<file path="src/rtl/mem_seq_ctrl.sv">
// Multicycle sequencer for the combinational MIPS core: owns PC/IR and the single
// shared memory port, serialising fetch, load and store, and commits once per instruction.
module mem_seq_ctrl #(
  parameter logic [31:0] RESET_PC = 32'h0000_0000,
  parameter int unsigned MAX_WAIT = 255
) (
  input  logic        clk,
  input  logic        rst,
  input  logic        run,
  input  logic        coreRdEn,
  input  logic [31:0] coreRdAddr,
  input  logic        coreWrEn,
  input  logic [31:0] coreWrAddr,
  input  logic [31:0] coreWrData,
  input  logic        coreRegWr,
  input  logic [31:0] corePcNxt,
  output logic [31:0] pc,
  output logic [31:0] instr,
  output logic [31:0] coreMemRdData,
  output logic        regWrEn,
  output logic        retire,
  output logic        memReq,
  output logic        memWe,
  output logic [31:0] memAddr,
  output logic [31:0] memWdata,
  input  logic        memGnt,
  input  logic        memRvalid,
  input  logic [31:0] memRdata,
  output logic        errTimeout,
  output logic        errAlign,
  output logic        halted
);

  typedef enum logic [2:0] {
    FETCH, FWAIT, EXEC, DREQ, DWAIT, COMMIT, HALT
  } state_t;

  localparam logic [7:0] WAIT_LAST = 8'(MAX_WAIT - 1);

  state_t      state, state_nxt;
  logic [31:0] pc_nxt_q;
  logic [31:0] addr_q;
  logic [31:0] data_q;
  logic        we_q;
  logic [7:0]  wait_cnt;

  logic        waiting;
  logic        pc_ld;
  logic [31:0] pc_val;
  logic        instr_ld;
  logic        rdata_ld;
  logic        op_ld;
  logic        set_align;
  logic        set_timeout;

  // NOTE: every signal written here gets a default first, so no path leaves one
  // unassigned and no latch is inferred.
  always_comb begin
    state_nxt   = state;
    memReq      = 1'b0;
    memWe       = 1'b0;
    memAddr     = '0;
    memWdata    = '0;
    regWrEn     = 1'b0;
    retire      = 1'b0;
    waiting     = 1'b0;
    pc_ld       = 1'b0;
    pc_val      = pc_nxt_q;
    instr_ld    = 1'b0;
    rdata_ld    = 1'b0;
    op_ld       = 1'b0;
    set_align   = 1'b0;
    set_timeout = 1'b0;

    unique case (state)
      FETCH: begin
        if (run && !rst) begin
          if (pc[1:0] != 2'b00) begin
            state_nxt = HALT;
            set_align = 1'b1;
          end else begin
            memReq  = 1'b1;
            memAddr = pc;
            waiting = 1'b1;
            if (memGnt) state_nxt = FWAIT;
          end
        end
      end

      FWAIT: begin
        waiting = 1'b1;
        if (memRvalid) begin
          instr_ld  = 1'b1;
          state_nxt = EXEC;
        end
      end

      EXEC: begin
        op_ld = 1'b1;
        if (coreRdEn && coreWrEn) begin
          state_nxt = HALT;
          set_align = 1'b1;
        end else if (coreRdEn) begin
          if (coreRdAddr[1:0] != 2'b00) begin
            state_nxt = HALT;
            set_align = 1'b1;
          end else begin
            state_nxt = DREQ;
          end
        end else if (coreWrEn) begin
          if (coreWrAddr[1:0] != 2'b00) begin
            state_nxt = HALT;
            set_align = 1'b1;
          end else begin
            state_nxt = DREQ;
          end
        end else begin
          // No memory phase: commit straight from the core's combinational outputs.
          regWrEn   = coreRegWr;
          retire    = 1'b1;
          pc_ld     = 1'b1;
          pc_val    = corePcNxt;
          state_nxt = FETCH;
        end
      end

      DREQ: begin
        memReq   = 1'b1;
        memWe    = we_q;
        memAddr  = addr_q;
        memWdata = data_q;
        waiting  = 1'b1;
        if (memGnt) begin
          if (we_q) begin
            retire    = 1'b1;
            pc_ld     = 1'b1;
            state_nxt = FETCH;
          end else begin
            state_nxt = DWAIT;
          end
        end
      end

      DWAIT: begin
        waiting = 1'b1;
        if (memRvalid) begin
          rdata_ld  = 1'b1;
          state_nxt = COMMIT;
        end
      end

      COMMIT: begin
        regWrEn   = coreRegWr;
        retire    = 1'b1;
        pc_ld     = 1'b1;
        state_nxt = FETCH;
      end

      HALT: begin
        state_nxt = HALT;
      end

      default: begin
        state_nxt = HALT;
      end
    endcase

    // A wait state that makes no progress for MAX_WAIT cycles abandons the access.
    if (waiting && (state_nxt == state) && (wait_cnt == WAIT_LAST)) begin
      state_nxt   = HALT;
      set_timeout = 1'b1;
    end
  end

  assign halted = (state == HALT);

  // NOTE: state registers use non-blocking assignments so every flop samples the
  // pre-edge values regardless of statement order.
  always_ff @(posedge clk or posedge rst) begin
    if (rst) begin
      state         <= FETCH;
      pc            <= RESET_PC;
      instr         <= '0;
      coreMemRdData <= '0;
      pc_nxt_q      <= '0;
      addr_q        <= '0;
      data_q        <= '0;
      we_q          <= 1'b0;
      wait_cnt      <= '0;
      errTimeout    <= 1'b0;
      errAlign      <= 1'b0;
    end else begin
      state <= state_nxt;

      if ((state_nxt != state) || !waiting) begin
        wait_cnt <= '0;
      end else begin
        wait_cnt <= wait_cnt + 8'd1;
      end

      if (pc_ld)    pc            <= pc_val;
      if (instr_ld) instr         <= memRdata;
      if (rdata_ld) coreMemRdData <= memRdata;

      if (op_ld) begin
        pc_nxt_q <= corePcNxt;
        we_q     <= coreWrEn;
        addr_q   <= coreWrEn ? coreWrAddr : coreRdAddr;
        data_q   <= coreWrEn ? coreWrData : 32'h0;
      end

      if (set_align)   errAlign   <= 1'b1;
      if (set_timeout) errTimeout <= 1'b1;
    end
  end

endmodule

</file>
<file path="config.mk">
export PLATFORM = sky130hd
export DESIGN_NAME = mem_seq_ctrl
export DESIGN_NICKNAME = d
export VERILOG_FILES = /design/src/rtl/mem_seq_ctrl.sv
export SDC_FILE = /design/constraint.sdc
export NUM_CORES = 1
export LEC_CHECK = 0
export ABC_CLOCK_PERIOD_IN_PS = 9000
export CORE_ASPECT_RATIO = 1.2
export CORE_UTILIZATION = 45
export DETAILED_ROUTE_END_ITERATION = 12
export PLACE_DENSITY = 0.87
export SYNTH_ARGS = -nofsm -noshare
export SYNTH_HDL_FRONTEND = slang
export SYNTH_SLANG_ARGS = --single-unit
</file>
<file path="constraint.sdc">
create_clock -name clk -period 9 [get_ports clk]
set_input_delay 1.8 -clock clk [delete_from_list [all_inputs] [get_ports clk]]
set_output_delay 1.8 -clock clk [all_outputs]
set_load 0.02 [all_outputs]
</file>
==> results of run 1 <==
[worst max-delay path: cells and delay by family]
kind	cells	cell delay, ps
compound gates	1	210
buf+inv	3	1470
simple gates	2	910
[metrics by stage]
step	area (um2)	hold slack [ps]
3_3_place_gp	12900	440
5_1_grt	13400	481
2_1_floorplan	9330	430
3_5_place_dp	12900	447
4_1_cts	13400	462
6_report	13400	456
[metal layers]
metal  vias to the layer above  track usage [%]  part of all wire (%)
li1                       3418                -                     -
met1                      3606             29.1                    39
met2                       285             41.5                    49
met4                         0             9.09                   3.3
met3                        63             6.38                   8.1
met5                         -                0                     0
[layout make-up]
cell class | instances | area, um2 | area share (%)
flip-flops and latches | 206 | 5150 | 38.4
multi-input cells | 556 | 3940 | 29.3
repair buffers | 343 | 3410 | 25.4
clock buffers | 27 | 568 | 4.23
well taps | 265 | 332 | 2.47
inverters | 5 | 26.3 | 0.195
clock inverters | 3 | 17.5 | 0.130
[worst paths after layout]
kind / cells after the start / to / slack [ps]
worst max-delay path: 6 / memAddr[7] / 2770
worst min-delay path: 2 / data_q[3] / 460
worst max register to register: 6 / pc[26] / 5950
worst min register to register: 2 / data_q[3] / 460
max in group asynchronous: 3 / addr_q[3] / 5450
min in group asynchronous: 2 / instr[29] / 1960
[layout by cell type (no fill, tap or decap), types with 10 or more instances in the layout]
cell	count
clkdlybuf4s50_1	333
dfrtp_1	206
nand2_1	200
mux2_2	99
nand3_1	36
and2_1	36
o21ai_0	35
mux2i_1	32
a22o_1	30
mux2_4	29
clkbuf_16	21
nor3_1	11
buf_4	10
[logic make-up (layout without fill, tap and decap cells)]
group,after synthesis,in the layout
simple gates,308,308
fa+ha+maj,2,2
compound gates,80,80
xor+xnor,6,6
buf+inv,64,378
flops,206,206
mux,160,160
[where the power goes]
group | total, W | internal, W | switching [W]
clock | 0.000777 | 0.000438 | 0.000339
sequential | 0.000943 | 0.000936 | 0.00000674
combinational | 0.000159 | 0.0000953 | 0.0000638
[flip-flops by register name (all words and copies together), names as in the netlist]
signal         flops
addr_q            32
coreMemRdData     32
data_q            32
instr             32
pc                32
pc_nxt_q          32
wait_cnt           8
state              3
errAlign           1
errTimeout         1
we_q               1
==> results.md, run 1 <==
* Drc violations at 0
* CP Data Required Time at 7200 ps
* Port Buffers at 334
* DP Wirelength at 17.6 mm
* Ant diodes at 0
* Routed Wire Length at 25.5 mm
* Max_slew headroom at 27.5%
* Leakage at 6.05 nW
* Worst-path clk slew at 60 ps
* First-pass GRT wire length at 41.3 mm
* Critical path arrival at 4430 ps
* Top post-synthesis cells by count: 206 x dfrtp_1, 200 x nand2_1, 99 x mux2_2
* Iteration-0 DRC Markers at 406
* Max FO, Critical Path at 32
* CTS max path bufs at 3
* Antenna violations before repair at 0
* Top FF cell, synth: dfrtp_1
* TritonCTS clock tree: built
* IO Count at 335
* Setup Skew at 12.2 ps
* Syn Inst Count at 826
* Post-CTS resize count at 0
* CP endpoint kind: output port
* Drt pass-1 iters at 4
* Post-synthesis xor/xnor area fraction at 0.563%
* Ys async rst share at 100%
* Worst IR Drop VDD at 0.195 mV
* Post-Synth Adder-Cell Area at 0.268%
* Seq/Total Area, Yosys at 55.3%
* Total chip power at 0.00188 W
* Clock sinks at 206
* Post-Syn Nets at 996
* Max Clk Rate at 161 MHz
* Fillers at 1526
* TritonCTS buffer count at 21
* Crit Path Category: primary input to output port
* Dpl ws at 2750 ps
* Post-route non-filler standard cell count at 1405
* Synth area leaders: dfrtp_1 55%, mux2_2 12%, nand2_1 8.0%
* Gr ovfl total at 0
* DR vias at 7372
* Die height at 160 um
* Final setup fails at 0
* Seq cells post-synth at 206
* Ys Warns at 0
* Top-count cell post-synth: dfrtp_1
* Fin util at 66.4%
* TNS Setup at 0 ps
* Post-CTS Hold Fix Bufs at 0
* Final period util at 69.2%
* CTS root buffer: clkbuf_16
* Antenna Nets Post-Route at 0
* Crit Reg-Reg Startpoint: state[1]
* Final worst slack at 2770 ps
* Slowest stage cell on the critical path: nor4b_1
* CP startpoint: rst
* GP Congestion at 0.826
* Nets at 1303
* Status: complete, no violations
* Fin crit period at 6230 ps
* PD cells at 140 nW/um2
* Fin. Hold Viols at 0
* Synth unique cells at 47
* Initial Utilization at 46.1%
* RSZ-0062 raised after global routing: false
* Largest family of logic cells by synthesized area: multiplexers
* Row count at 57
* Vias in the first global route at 7760
* Clock latency on the worst-skew pair at 490 ps
* CORE AREA at 20300 um2
* Mux contribution to synthesized area at 20.0%
* Routed WL per cell at 18.2 um
* Post-Place Cells at 1375
* Cell-by-cell trace of the critical path: clkdlybuf4s50_1 > nor4b_1 > and3_1 > buf_4 > a22o_1 > clkdlybuf4s50_1
* CP max stage delay at 650 ps
* Setup repair bufs after CTS at 0
* Die Wd at 133 um
* Syn avg cell area at 11.3 um2
* Synth Area in Simple Gates at 14.9%
* Maxcap violations at 0
* Total GRT Usage at 24.2%
* CP Launch Type: primary input
* Layout cells sized above 1 at 15.2%
* Worst hold start: data_q[3]
* Post-synth top area cell: dfrtp_1
* Post-synth EDFFs at 0
* Vias/cell at 5.25
* Synth Area in Compound Gates at 5.90%
* Slew Viols, Final at 0
* Largest net degree at the start of global routing at 132
* Share of the synthesized area in the top cell type at 55.3%
* Worst hold path class: register to register
* Area Overhead vs Synth at 44.1%
* Most frequent CP cell: clkdlybuf4s50_1
* Slew @ Worst Pin at 1090 ps
* Area of the mapped netlist at 9330 um2
* Full die area at 21300 um2
* H-tree depth at 1
(Power assumes the default switching activity.)
==> inputs of run 2 (changes only) <==
ABC_CLOCK_PERIOD_IN_PS = 5330   (was 9000)
CORE_UTILIZATION = 41   (was 45)
PLACE_DENSITY = 0.84   (was 0.87)
clock period = 5.33 ns   (was 9 ns; I/O delays follow)
==> run 2 against run 1 <==
Effect of this change: via count fell by 0.90%; first-iteration DRC count fell by 15%; sequential power increased by 69%; die area grew 9.6%; sequential share of layout area shrank 0.49 points; sequential cell count did not move; final cell count is 1.8% higher; largest cell class unchanged.
==> results.md, run 2 (same netlist as run 1, synthesis figures left out) <==
* Fin crit period at 4510 ps
* Max Clk Rate at 221 MHz
* Antenna violations before repair at 2
* Initial Utilization at 41.7%
* Clock latency on the worst-skew pair at 500 ps
* Max_slew headroom at 36.6%
* Met1 usage at 27.0%
* CORE AREA at 22400 um2
* Post-route non-filler standard cell count at 1430
* Crit Path Category: register to output port
* Status: complete, no violations
* Final period util at 84.7%
* Full die area at 23400 um2
* Clock network power share at 44.4%
* Row count at 60
* Sequential share of power at 47.5%
* Max FO, Critical Path at 35
* Met2 Resource Use GR at 39.1%
* Worst IR Drop VDD at 0.230 mV
* Crit Reg-Reg Startpoint: state[1]
* Antenna Nets Post-Route at 0
* Slew Viols, Final at 0
* Fillers at 1825
* Vias in the first global route at 7756
* IO Count at 335
* Drc violations at 0
* Routed WL per cell at 18.2 um
* DR vias at 7306
* Post-Place Cells at 1393
* Die height at 167 um
* Area Overhead vs Synth at 45.9%
* Fin. Hold Viols at 0
* CP Launch Type: register
* Setup Skew at 15.0 ps
* Critical path arrival at 3450 ps
* Port Buffers at 334
* Setup repair bufs after CTS at 0
* Total chip power at 0.00335 W
* Switching share of power at 21.5%
* Iteration-0 DRC Markers at 345
* PD cells at 246 nW/um2
* Maxcap violations at 0
* Layout cells sized above 1 at 15.9%
* Nets at 1308
* CP startpoint: state[1]
* Post-CTS Hold Fix Bufs at 0
* GRT Max-Usage Layer: met2
* Slew @ Worst Pin at 951 ps
* RSZ-0062 raised after global routing: false
* Die Wd at 140 um
* CP endpoint kind: output port
* Drt pass-1 iters at 5
* Vias/cell at 5.11
* DP Wirelength at 18.3 mm
* Routed Wire Length at 26.0 mm
* TNS Setup at 0 ps
* Clock sinks at 206
* Final setup fails at 0
* CP Data Required Time at 4260 ps
* Total GRT Usage at 22.3%
* Met3 usage at 4.95%
* Power Internal at 0.00263 W
* CTS root buffer: clkbuf_16
* H-tree depth at 1
* Most frequent cells in the layout: 333 x clkdlybuf4s50_1, 206 x dfrtp_1, 200 x nand2_1, 99 x mux2_2
* NetSw at 0.000720 W
* Largest net degree at the start of global routing at 111
* Worst-path clk slew at 60 ps
* Commonest non-fill, non-tap cell in the layout: clkdlybuf4s50_1
* Crit-path leading delay family: simple AND/OR/NAND/NOR gates
* GP Congestion at 0.820
* CTS max path bufs at 3
* CP max stage delay at 800 ps
* First-pass GRT wire length at 41.5 mm
* Combinational fraction of design power at 8.1%
* Worst hold path class: register to register
* Worst hold start: data_q[1]
* Post-CTS resize count at 0
* Leakage at 6.13 nW
* Slowest stage cell on the critical path: or3_2
* Buf+Inv Stages, Crit Path at 1
* TritonCTS clock tree: built
* TritonCTS buffer count at 22
* Gr ovfl total at 0
* Cell-by-cell trace of the critical path: or3b_4 > or3_2 > a21boi_0 > clkdlybuf4s50_1
[run 2: changes by cell type in the layout (fill, tap and decap cells not counted)]
cell,delta
bufinv_16,+1
buf_4,+3
buf_12,+1
inv_6,+1
clkbuf_8,+2
clkbuf_16,+2
diode_2,+1
inv_8,-1
clkinv_2,+1
[run 2: area by class of cell]
class                      instances  area, um2  share of cell area (%)
sequential                       206       5150                    37.9
multi-input combinational        556       3940                    28.9
timing repair buffer             347       3450                    25.3
clock buffer                      31        646                    4.74
tap                              279        349                    2.56
clock inverter                     5       53.8                   0.395
inverter                           5       22.5                   0.165
antenna                            1       2.50                  0.0184
[run 2: power by group through the flow]
| stage | Sequential (W) | Clock (W) | Combinational (W) |
|---|---|---|---|
| 5_1_grt | 0.00159 | 0.00160 | 0.000292 |
| 3_5_place_dp | 0.00162 | 0 | 0.000274 |
| 2_1_floorplan | 0.00164 | 0 | 0.0000646 |
| 3_3_place_gp | 0.00162 | 0 | 0.000270 |
| 4_1_cts | 0.00159 | 0.00153 | 0.000276 |
| 6_report | 0.00159 | 0.00149 | 0.000272 |
[run 2: routing by layer]
metal | share of wire [%] | vias to the layer above
met5 | 0.050 | -
met2 | 51 | 246
met3 | 6.6 | 47
li1 | - | 3455
met4 | 2.4 | 2
met1 | 40 | 3556
[run 2: path summary, 6_finish.rpt]
check	endpoint	slack, ps	depth (start not counted)
max	regWrEn	820	4
min	data_q[1]	460	2
max reg2reg	pc[16]	2140	5
min reg2reg	data_q[1]	460	2
max in group asynchronous	pc_nxt_q[11]	3630	3
min in group asynchronous	instr[10]	870	2
[run 2: stage by stage]
step / hold WS, ps / area (um2) / setup WS [ps] / utilization (%)
6_report: 456 / 13600 / 815 / 60.9
5_1_grt: 490 / 13600 / 657 / 60.9
4_1_cts: 460 / 13600 / 756 / 60.8
3_5_place_dp: 447 / 12900 / 913 / 57.7
3_3_place_gp: 440 / 12900 / 993 / 57.7
2_1_floorplan: 430 / 9330 / 1590 / -
[run 2: worst min-delay path, delay by kind of cell, from the launching register on]
kind             cells  cell delay, ps
flip-flops           1             330
AND/OR/NAND/NOR      2              90
==> inputs of run 3 (changes only) <==
ABC_CLOCK_PERIOD_IN_PS = 4700   (was 5330)
CORE_UTILIZATION = 45   (was 41)
PLACE_DENSITY = 0.87   (was 0.84)
clock period = 4.7 ns   (was 5.33 ns; I/O delays follow)
==> run 3 against run 2 <==
Effect of this change: sequential share of layout area is 0.19 points lower; sequential power increased by 14%; routed wire length up 0.67%; count of clock-buffer cells in the layout increased by 4; core utilization grew 6.7 points; clock skew is 2.4 ps lower; first-iteration DRC count fell by 2.3%; sequential cell count unchanged; register-to-register slack lost 550 ps; critical path type unchanged; critical endpoint unchanged.
==> results.md, run 3 (same netlist as run 1, synthesis figures left out) <==
* Critical path arrival at 3390 ps
* Slew Viols, Final at 0
* Iteration-0 DRC Markers at 337
* DR vias at 7414
* DP Wirelength at 18.2 mm
* Highest metal layer with signal wires: met4
* Fin util at 67.6%
* Largest net degree at the start of global routing at 102
* Clock latency on the worst-skew pair at 500 ps
* Port Buffers at 334
* Total GRT Usage at 24.6%
* Maxcap violations at 0
* Fin. Hold Viols at 0
* Fin crit period at 4330 ps
* Worst IR Drop VDD at 0.308 mV
* Drt pass-1 iters at 4
* Fillers at 1494
* Crit Reg-Reg Startpoint: state[1]
* Worst-path clk slew at 60 ps
* CP Launch Type: register
* TNS Setup at 0 ps
* Wire length on met3 at 2.11 mm
* CTS root buffer: clkbuf_16
* Die height at 160 um
* Max FO, Critical Path at 30
* Max Clk Rate at 231 MHz
* Commonest non-fill, non-tap cell in the layout: clkdlybuf4s50_1
* Post-CTS resize count at 0
* Ant diodes at 0
* WL met2 at 13.4 mm
* Final period util at 92.1%
* Routed Wire Length at 26.1 mm
* CP startpoint: state[1]
* Nets at 1310
* TritonCTS clock tree: built
* End of the critical path: regWrEn
* Max_slew headroom at 32.0%
* CP Data Required Time at 3760 ps
* Vias in the first global route at 7959
* Most frequent cells in the layout: 332 x clkdlybuf4s50_1, 206 x dfrtp_1, 200 x nand2_1, 99 x mux2_2
* RSZ-0062 raised after global routing: false
* Post-CTS Hold Fix Bufs at 0
* TritonCTS buffer count at 22
* Die Wd at 133 um
* CTS max path bufs at 3
* Final setup fails at 0
* H-tree depth at 1
* Full die area at 21300 um2
* Setup Skew at 12.6 ps
* First-pass GRT wire length at 41.6 mm
* Antenna violations before repair at 0
* Clock sinks at 206
* Post-Place Cells at 1381
* R2R Setup Slk at 1590 ps
* Worst hold path class: register to register
* RR Endpoint: pc[0]
* Initial Utilization at 46.1%
* Vias/cell at 5.22
* PD cells at 282 nW/um2
* Area Overhead vs Synth at 46.7%
* Layout cells sized above 1 at 16.6%
* Row count at 57
* Worst r2r path cells at 5
* Gr ovfl total at 0
* Status: complete, no violations
* Leakage at 6.17 nW
* Routed WL per cell at 18.4 um
* Crit Path Category: register to output port
* CORE AREA at 20300 um2
* GP Congestion at 0.809
* M1 WL at 9.77 mm
* Antenna Nets Post-Route at 0
* CP endpoint kind: output port
* Post-route non-filler standard cell count at 1421
* IO Count at 335
* Drc violations at 0
* Slew @ Worst Pin at 1020 ps
* Setup repair bufs after CTS at 0
==> run 3: worst max-delay path, cell delays in order, from the launching register on <==
cell and delay [ps]:
dfrtp_1 610, or3b_4 590, or3_2 750, a21boi_0 280, clkdlybuf4s50_1 650
==> run 3: power breakdown <==
part	leakage [nW]	switching [W]	internal, W	total, W
combinational	3.48	0.000125	0.000187	0.000313
sequential	2.32	0.0000132	0.00179	0.00181
clock	0.370	0.000696	0.00105	0.00175
total	6.17	0.000835	0.00303	0.00386
==> run 3: layout make-up <==
| cell class | instances | area [um2] | share of cell area, % |
|---|---|---|---|
| clock inverters | 5 | 30.0 | 0.219 |
| repair buffers | 349 | 3490 | 25.5 |
| flip-flops and latches | 206 | 5150 | 37.7 |
| well taps | 265 | 332 | 2.42 |
| multi-input cells | 556 | 3940 | 28.8 |
| clock buffers | 35 | 721 | 5.27 |
| inverters | 5 | 22.5 | 0.165 |
==> run 3: worst min-delay path by stage <==
stage | from | cells after the start | endpoint
after detailed placement | data_q[26] | 2 | data_q[26]
after global routing | data_q[26] | 2 | data_q[26]
final | data_q[30] | 2 | data_q[30]
after CTS | data_q[5] | 2 | data_q[5]
after global placement | data_q[11] | 2 | data_q[11]
after floorplan | data_q[0] | 2 | data_q[0]
==> run 3: routing by layer <==
| layer | track usage (%) | vias to the layer above |
|---|---|---|
| met4 | 9.45 | 0 |
| met1 | 27.4 | 3644 |
| li1 | - | 3437 |
| met5 | 0 | - |
| met2 | 43.6 | 280 |
| met3 | 7.37 | 53 |
==> run 3: per-stage QoR <==
| stage | instance area [um2] | hold WS [ps] | total power (W) | setup WS [ps] |
|---|---|---|---|---|
| 6_report | 13700 | 455 | 0.00386 | 371 |
| 5_1_grt | 13700 | 483 | 0.00399 | 206 |
| 4_1_cts | 13700 | 461 | 0.00391 | 316 |
| 3_5_place_dp | 12900 | 448 | 0.00215 | 598 |
| 3_3_place_gp | 12900 | 441 | 0.00215 | 616 |
| 2_1_floorplan | 9330 | 430 | 0.00193 | 1090 |
